===== src/rtl/w_ram_pkg.sv =====
// Shared constants and helpers for the multi-port SHA-256 W-word RAM.
package w_ram_pkg;

  localparam int W_BW_DEF      = 31;
  localparam int W_ADDR_BW_DEF = 5;
  localparam int W_N_RD_DEF    = 4;

  // Message-schedule taps used by the round datapath: W[t-2], W[t-7], W[t-15], W[t-16].
  localparam int SCHED_OFF_2  = 2;
  localparam int SCHED_OFF_7  = 7;
  localparam int SCHED_OFF_15 = 15;
  localparam int SCHED_OFF_16 = 16;

  function automatic int w_depth(input int addr_bw);
    return 1 << (addr_bw + 1);
  endfunction

endpackage


===== src/rtl/w_ram_rd_port.sv =====
// One registered read port: captures RAM data or the same-cycle write data, plus hit/valid flags.
module w_ram_rd_port #(
  parameter int BW = 31
) (
  input  logic        clk,
  input  logic        rst_n,
  input  logic        rd_en_i,
  input  logic [BW:0] ram_data_i,
  input  logic        ram_hit_i,
  input  logic        fwd_i,
  input  logic [BW:0] fwd_data_i,
  output logic [BW:0] data_o,
  output logic        vld_o,
  output logic        hit_o
);

  logic [BW:0] data_q, data_d;
  logic        vld_q, vld_d;
  logic        hit_q, hit_d;

  always_comb begin
    data_d = data_q;
    vld_d  = 1'b0;
    hit_d  = hit_q;
    if (rd_en_i) begin
      vld_d = 1'b1;
      // Write-first: a same-cycle write to this address wins over the stored word.
      if (fwd_i) begin
        data_d = fwd_data_i;
        hit_d  = 1'b1;
      end else begin
        data_d = ram_data_i;
        hit_d  = ram_hit_i;
      end
    end
  end

  always_ff @(posedge clk or negedge rst_n) begin
    if (!rst_n) begin
      data_q <= '0;
      vld_q  <= 1'b0;
      hit_q  <= 1'b0;
    end else begin
      data_q <= data_d;
      vld_q  <= vld_d;
      hit_q  <= hit_d;
    end
  end

  assign data_o = data_q;
  assign vld_o  = vld_q;
  assign hit_o  = hit_q;

endmodule


===== src/rtl/w_ram_mp.sv =====
// W-word RAM: one write port with auto-increment pointer and valid bitmap, N_RD registered read ports.
module w_ram_mp
  import w_ram_pkg::*;
#(
  parameter int BW       = W_BW_DEF,
  parameter int wAddr_BW = W_ADDR_BW_DEF,
  parameter int N_RD     = W_N_RD_DEF
) (
  input  logic                           clk,
  input  logic                           rst_n,
  input  logic                           clr,
  input  logic                           we,
  input  logic                           wr_auto,
  input  logic [wAddr_BW:0]              addr_W,
  input  logic [BW:0]                    data_in,
  input  logic [N_RD-1:0]                rd_en,
  input  logic [N_RD*(wAddr_BW+1)-1:0]   addr_R,
  output logic [N_RD*(BW+1)-1:0]         data_out,
  output logic [N_RD-1:0]                rd_vld,
  output logic [N_RD-1:0]                rd_hit,
  output logic [wAddr_BW:0]              wr_ptr,
  output logic [wAddr_BW+1:0]            wr_count,
  output logic                           full
);

  localparam int AW    = wAddr_BW + 1;
  localparam int DW    = BW + 1;
  localparam int DEPTH = w_depth(wAddr_BW);
  localparam logic [wAddr_BW+1:0] DEPTH_CNT = (wAddr_BW + 2)'(DEPTH);

  logic [BW:0]         ram_q [DEPTH];
  logic [DEPTH-1:0]    valid_q, valid_d, valid_base;
  logic [wAddr_BW:0]   wr_ptr_q, wr_ptr_d, ptr_base;
  logic [wAddr_BW+1:0] wr_count_q, wr_count_d, cnt_base;
  logic [wAddr_BW:0]   wa;

  // clr resets bookkeeping first; the same-cycle write is then applied on top of the cleared state.
  always_comb begin
    valid_base = clr ? '0 : valid_q;
    ptr_base   = clr ? '0 : wr_ptr_q;
    cnt_base   = clr ? '0 : wr_count_q;
    wa         = wr_auto ? ptr_base : addr_W;
    valid_d    = valid_base;
    wr_ptr_d   = ptr_base;
    wr_count_d = cnt_base;
    if (we) begin
      valid_d[wa] = 1'b1;
      if (!valid_base[wa] && (cnt_base != DEPTH_CNT)) wr_count_d = cnt_base + 1'b1;
      if (wr_auto) wr_ptr_d = ptr_base + 1'b1;
    end
  end

  always_ff @(posedge clk or negedge rst_n) begin
    if (!rst_n) begin
      valid_q    <= '0;
      wr_ptr_q   <= '0;
      wr_count_q <= '0;
    end else begin
      valid_q    <= valid_d;
      wr_ptr_q   <= wr_ptr_d;
      wr_count_q <= wr_count_d;
    end
  end

  always_ff @(posedge clk) begin
    if (we) ram_q[wa] <= data_in;
  end

  generate
    for (genvar gi = 0; gi < N_RD; gi++) begin : g_rd
      logic [wAddr_BW:0] rd_addr;
      logic              fwd;
      logic              hit_src;

      assign rd_addr = addr_R[gi*AW +: AW];
      assign fwd     = we && (rd_addr == wa);
      // A read in a clr cycle sees the bitmap already cleared.
      assign hit_src = valid_q[rd_addr] & ~clr;

      w_ram_rd_port #(.BW(BW)) u_rd_port (
        .clk        (clk),
        .rst_n      (rst_n),
        .rd_en_i    (rd_en[gi]),
        .ram_data_i (ram_q[rd_addr]),
        .ram_hit_i  (hit_src),
        .fwd_i      (fwd),
        .fwd_data_i (data_in),
        .data_o     (data_out[gi*DW +: DW]),
        .vld_o      (rd_vld[gi]),
        .hit_o      (rd_hit[gi])
      );
    end
  endgenerate

  assign wr_ptr   = wr_ptr_q;
  assign wr_count = wr_count_q;
  assign full     = (wr_count_q == DEPTH_CNT);

endmodule


===== config.mk =====
export PLATFORM = sky130hd
export DESIGN_NAME = w_ram_mp
export DESIGN_NICKNAME = d
export VERILOG_FILES = /design/src/rtl/w_ram_pkg.sv /design/src/rtl/w_ram_rd_port.sv /design/src/rtl/w_ram_mp.sv
export SDC_FILE = /design/constraint.sdc
export NUM_CORES = 2
export LEC_CHECK = 0
export CAP_MARGIN = 20
export CORE_MARGIN = 2
export CORE_UTILIZATION = 65
export DETAILED_ROUTE_END_ITERATION = 10
export GPL_TIMING_DRIVEN = 1
export PLACE_DENSITY_LB_ADDON = 0.05
export SYNTH_ARGS = -nofsm -noshare
export SYNTH_HDL_FRONTEND = slang
export SYNTH_SLANG_ARGS = --single-unit
export TNS_END_PERCENT = 10

===== constraint.sdc =====
create_clock -name clk -period 10.15 [get_ports clk]
set_input_delay 1.5225 -clock clk [delete_from_list [all_inputs] [get_ports clk]]
set_output_delay 1.5225 -clock clk [all_outputs]
set_load 0.01 [all_outputs]

# Yosys cells after proc, flatten, opt, wreduce, memory -nomap -nowiden
# Memory sizes are Yosys's and may differ from the RTL's. A register that Yosys moved wholly into a read port is not among the register bits.
# Index checks and enable logic that the tools add are counted.
word_totals:
  reg_bits: 85
  latch_bits: 0
  mem_bits_rw: 2048
  rom_bits: 0
  input_bits: 71
  output_inout_bits: 150
  elab_cells: 74
  mem_count: 1
memory_table:
  columns: ["memory", "depth", "word_bits", "rd", "rd_clocked_by_memory_dff", "wr", "line", "rtl"]
  rows:
  - ["ram_q", 64, 32, 4, 4, 1, "w_ram_mp.sv:31", "logic [BW:0] ram_q [DEPTH];"]
classes:
  n_addsub: 2
  multipliers: 0
  div_mod_pow: 0
  magnitude_cmp: 6
  eq_ne: 6
  shift: 0
  muxes: 31
  bitwise_logic: 6
  reduce_logical: 11
op_table:
  columns: ["operator", "count"]
  rows:
  - ["2-to-1 mux 64 bit", 2]
  - ["bitwise OR 64 bit", 1]
  - ["< comparator 6 x 7 -> 1 bit, second input constant", 5]
  - ["binary-select mux 1 bit (select 6 bit)", 5]
  - ["== test 6 bit", 4]
  - ["2-to-1 mux 6 bit", 4]
  - ["2-to-1 mux 7 bit", 3]
  - ["2-to-1 mux 1 bit", 16]
  - ["adder 7 x 1 -> 7 bit, second input constant", 1]
  - ["== test 7 bit, second input constant", 1]
  - ["inequality test 7 bit, second input constant", 1]
  - ["adder 6 x 1 -> 6 bit, second input constant", 1]
  - ["demux 1 bit (select 6 bit)", 1]
  - [">= comparator 6 x 1 -> 1 bit, second input constant", 1]
  - ["logical AND 1 bit", 6]
  - ["logical NOT 1 bit", 5]
  - ["AND 1 bit", 4]
  - ["inverter 1 bit", 1]

# Depth between registers and ports, before layout
logic_depth:
  ltp_word: 8
  mapped_depth: 12
  mapped_depth_nobuf: 8

# By module
# Synthesis repeated with hierarchy kept, for this count alone.
unflattened:
  cells_unflattened: 6600
  area_unflattened_um2: 137503.1
modules_own_cells:
  columns: ["mod", "n_inst", "cells_each", "area_each_um2", "seq_area_each_um2"]
  rows:
  - ["w_ram_mp", 1, 6024, 131222.1, 63425.8]
  - ["w_ram_rd_port", 4, 144, 1570.3, 850.8]

# Least setup slack after synthesis
# No wires, ideal clock.
synth_timing:
  path_type: "input-to-reg"
  from: "in wr_auto"
  to: "mem ram_q[32][0] in the netlist's numbering, enable pin"
  setup_ns: 0.421
  t_arrival_ns: 4.223
  t_required_ns: 9.729
  slack_ns: 5.505
  path_stages: 8
  n_path_buf: 4
  cell_sequence: "buf_4 > and2b_1 > a22oi_1 > buf_2 > or3_1 > clkbuf_1 > clkbuf_1 > nor2_1"
synth_between:
  elab_chain_len: 1
synth_lines:
  columns: ["element", "line", "rtl"]
  rows:
  - ["start, declared", "w_ram_mp.sv:13", "input logic wr_auto,"]
  - ["2-to-1 mux 6 bit", "w_ram_mp.sv:42", "wa = wr_auto ? ptr_base : addr_W;"]
  - ["end, declared", "w_ram_mp.sv:31", null]
# No other way between the ends.

# Worst setup path after layout
layout_timing:
  from: "in wr_auto"
  to: "mem ram_q[59][12] in the netlist's numbering, enable pin"
# Same word-level chain as after synthesis.

==> flow_summary_export.csv <==
group,metric,value,unit
critical_path,worst_r2r_path_depth,6,
clock_network,cts_htree_levels,4,
sta,rsz0062_at_grt,"false",
critical_path,critPathLaunchType,"primary input",
global_routing,overflow,0,
critical_path,worst_ep_arrival_time,5.89,ns
sta,tightest_slew,1.32,ns
critical_path,slowest_stage,"nor2_4",
placement,gp_congestion,0.919,
power,irDropWorstVdd,0.203,mV
final_layout,drive_gt1_frac,0.502,
route,drtIter0Drc,19000,
yosys,seq_area_frac_synth,0.486,
yosys,synthCells,6756,
critical_path,end_kind,"flop",
sta,period_share,0.528,
floorplan,die-area,215000,um^2
route,vias,89700,
hold_path,min-delay-start,"g_rd[2].u_rd_port.hit_o",
floorplan,die_y,464,um
clock_network,cts_buffers,235,
clock_network,post_cts_resized,0,
yosys,synthTopCellsByArea,"mux4_2 45%, edfxtp_1 45%, dfrtp_1 3.9%, buf_2 0.98%, clkbuf_1 0.89%",
yosys,synth-edff-count,2048,
sta,setup_viol,0,
clock_network,cts-root-buf,"clkbuf_16",
floorplan,rows,168,
floorplan,num_io_pins,221,
yosys,avgSynthCellArea,20.4,um^2
route,drc,0,
sta,clock_skew,0.0375,ns
flow_run,cap_violations,0,
critical_path,cpPeakStageDelay,0.82,ns
yosys,synth_area,138000,um^2
sta,fmax,187,MHz
final_layout,final_nets,6785,
power,leakage,46.7,nW
global_routing,grtUsageTotal,0.474,
hold_path,min_delay_worst_endpoint,"g_rd[2].u_rd_port.hit_o",
clock_network,cts_hold_buf,0,
sta,slew_viol_final,0,
critical_path,cp_max_fo,22,
yosys,yosys.area.top_type,"mux4_2",
route,drt-total-wl,501000,um
clock_network,cts.clk_slew.worst_paths,0.06,ns
route,wire_per_inst,51.4,um
route,via_per_inst,9.19,
run_status,status,"completed",
global_routing,grt_pass1_vias,85800,
critical_path,r2r_start,"wr_ptr[1]",
critical_path,path_delay_family,"buffers and inverters",
power,power_density,151,nW/um^2
yosys,yosys.area.top_type_share,0.447,
clock_network,cts_tree,"done",
sta,slew_headroom,0.122,
critical_path,crit_top_cell,"buf_4",
clock_network,cts.sinks,2261,
sta,final.setup.tns,0,ns
placement,io_buffers,220,
final_layout,nFillCells,12000,
clock_network,clock_latency,0.92,ns
clock_network,post_cts_buffers,0,
critical_path,critPathKind,"primary input to flop",
hold_path,whs_path_depth,1,
final_layout,final_area,151000,um^2
placement,placed_area,142000,um^2
critical_path,cp-startpoint,"wr_auto",
critical_path,crit_buf_inv,3,
sta,hold_viol_final,0,
clock_network,clockBufferDepth,3,
floorplan,start_util,0.655,
global_routing,grt_antenna_before_repair,39,
critical_path,required,10.69,ns
hold_path,holdCritPathClass,"flop to flop",
placement,hpwl,282000,um
critical_path,rrSetupSlack,5.74,ns
yosys,ys_types,44,
floorplan,die_x,464,um
final_layout,syn2layout_area_growth,9.50,%
yosys,synth_seq_cells,2261,
route,first_pass_iters,9,
yosys,synth_fp_nets,6830,
yosys,synth_ff_type,"edfxtp_1",
critical_path,crit_path_cell_trace,"clkdlybuf4s50_1 > nor2b_1 > a32o_1 > nand2_1 > buf_4 > nor2_4 > buf_4",
floorplan,design.core.area,210000,um^2
sta,finalCriticalPeriod,5.36,ns
route,drt.antenna.violating_nets,0,
yosys,synth_warnings,0,
global_routing,grt_start_max_net_pins,141,
global_routing,grt_pass1_wl,694000,um
critical_path,rr_endpoint,"ram_q[59][12]",
yosys,postSynth.asyncResetShare,0.0942,
==> sequential cells by signal, summed over array words and instances, names as in the netlist <==
| register | count |
|---|---|
| g_rd.u_rd_port.vld_o | 4 |
| g_rd.u_rd_port.hit_o | 4 |
| wr_ptr | 6 |
| g_rd.u_rd_port.data_o | 128 |
| ram_q | 2048 |
| wr_count | 7 |
| valid_q | 64 |
==> per-layer routing <==
metal | wire [um] | vias to the layer above | track usage
met2 | 215000 | 10400 | 0.643
met1 | 150000 | 46400 | 0.621
met5 | 304 | - | 0.00357
met3 | 97000 | 2039 | 0.231
met4 | 39500 | 34 | 0.294
li1 | - | 30800 | -
==> layout by cell type, fill, tap and decap left out, types with 17 or more instances in the layout <==
cell type	count
mux4_2	2732
edfxtp_1	2048
clkbuf_16	240
dfrtp_1	213
buf_4	195
nand2_1	187
clkdlybuf4s50_1	158
nor2_1	138
a21oi_1	90
a31oi_1	90
a211oi_1	80
mux2i_1	72
inv_1	71
o22ai_1	64
nor2_4	64
clkinv_2	54
nor2b_1	50
clkbuf_1	48
buf_12	43
buf_2	33
diode_2	30
clkinv_1	29
bufinv_16	28
xnor2_1	22
buf_8	17
==> through the flow <==
step / util / total power [mW] / hold WS [ns] / std cells / worst slack (ns)
4_1_cts: 0.715 / 22.6 / 0.501 / 9712 / 5.04
3_5_place_dp: 0.678 / 13.8 / 0.487 / 9265 / 4.09
5_1_grt: 0.717 / 23.1 / 0.516 / 9736 / 4.71
6_report: 0.717 / 22.8 / 0.507 / 9756 / 4.79
3_3_place_gp: 0.677 / 13.8 / 0.484 / 9264 / 4.07
2_1_floorplan: - / 12.6 / 0.472 / 6756 / 5.51
==> report_power, final <==
part	leakage [nW]	switching (mW)	internal (mW)
combinational	21.8	1.80	1.50
clock	3.87	3.86	5.15
sequential	21.0	0.158	10.3
total	46.7	5.82	16.9
==> how the worst max path moves through the flow <==
stage / endpoint / slack, ns / cells past startpoint
floorplan: ram_q[32][0] / 5.51 / 8
global placement: ram_q[34][2] / 4.07 / 6
detailed placement: ram_q[30][31] / 4.09 / 7
CTS: ram_q[30][10] / 5.04 / 7
global route: ram_q[30][10] / 4.71 / 7
finish: ram_q[59][12] / 4.79 / 7
==> synthesized netlist by cell type (all sizes together), types with 3 or more instances <==
| cell type | number |
|---|---|
| edfxtp | 2048 |
| buf | 410 |
| nand2 | 188 |
| xnor2 | 22 |
| nor4 | 5 |
| a21oi | 90 |
| dfrtp | 213 |
| o22ai | 64 |
| mux2 | 3 |
| a222oi | 8 |
| nand2b | 4 |
| ha | 3 |
| and3 | 5 |
| and4 | 5 |
| nor2 | 202 |
| a211oi | 80 |
| a32o | 3 |
| o22a | 3 |
| mux2i | 76 |
| or3 | 6 |
| clkbuf | 326 |
| xor2 | 11 |
| mux4 | 2732 |
| o21ai | 10 |
| nand4 | 6 |
| nand3 | 10 |
| nor2b | 50 |
| a31oi | 90 |
| inv | 71 |
==> worst reg2reg max path: stages, from the launching register on <==
cell	delay [ns]
dfrtp_1	0.40
nor2b_1	0.34
a32o_1	0.58
nand2_1	0.57
buf_4	0.43
nor2_4	0.82
buf_4	0.86
==> kinds of logic (layout without fill, tap and decap cells) <==
logic type	after synthesis	in the layout	share of synthesized area
other cells	0	30	0
compound gates	354	354	0.0164
xor+xnor	33	33	0.00210
simple gates	487	487	0.0151
mux	2811	2811	0.453
buf+inv	807	972	0.0267
flops	2261	2261	0.486
fa+ha+maj	3	3	0.000273
==> final cells by class <==
cell class	instances	area, um^2	share of cell area
clock buffers	304	6410	0.0425
inverters	71	267	0.00177
clock inverters	143	1490	0.00991
multi-input cells	3688	67500	0.448
flip-flops and latches	2261	66800	0.444
diodes	30	75.1	0.000499
repair buffers	454	4480	0.0298
well taps	2805	3510	0.0233
No activity file was read; power rests on OpenSTA's default activity.
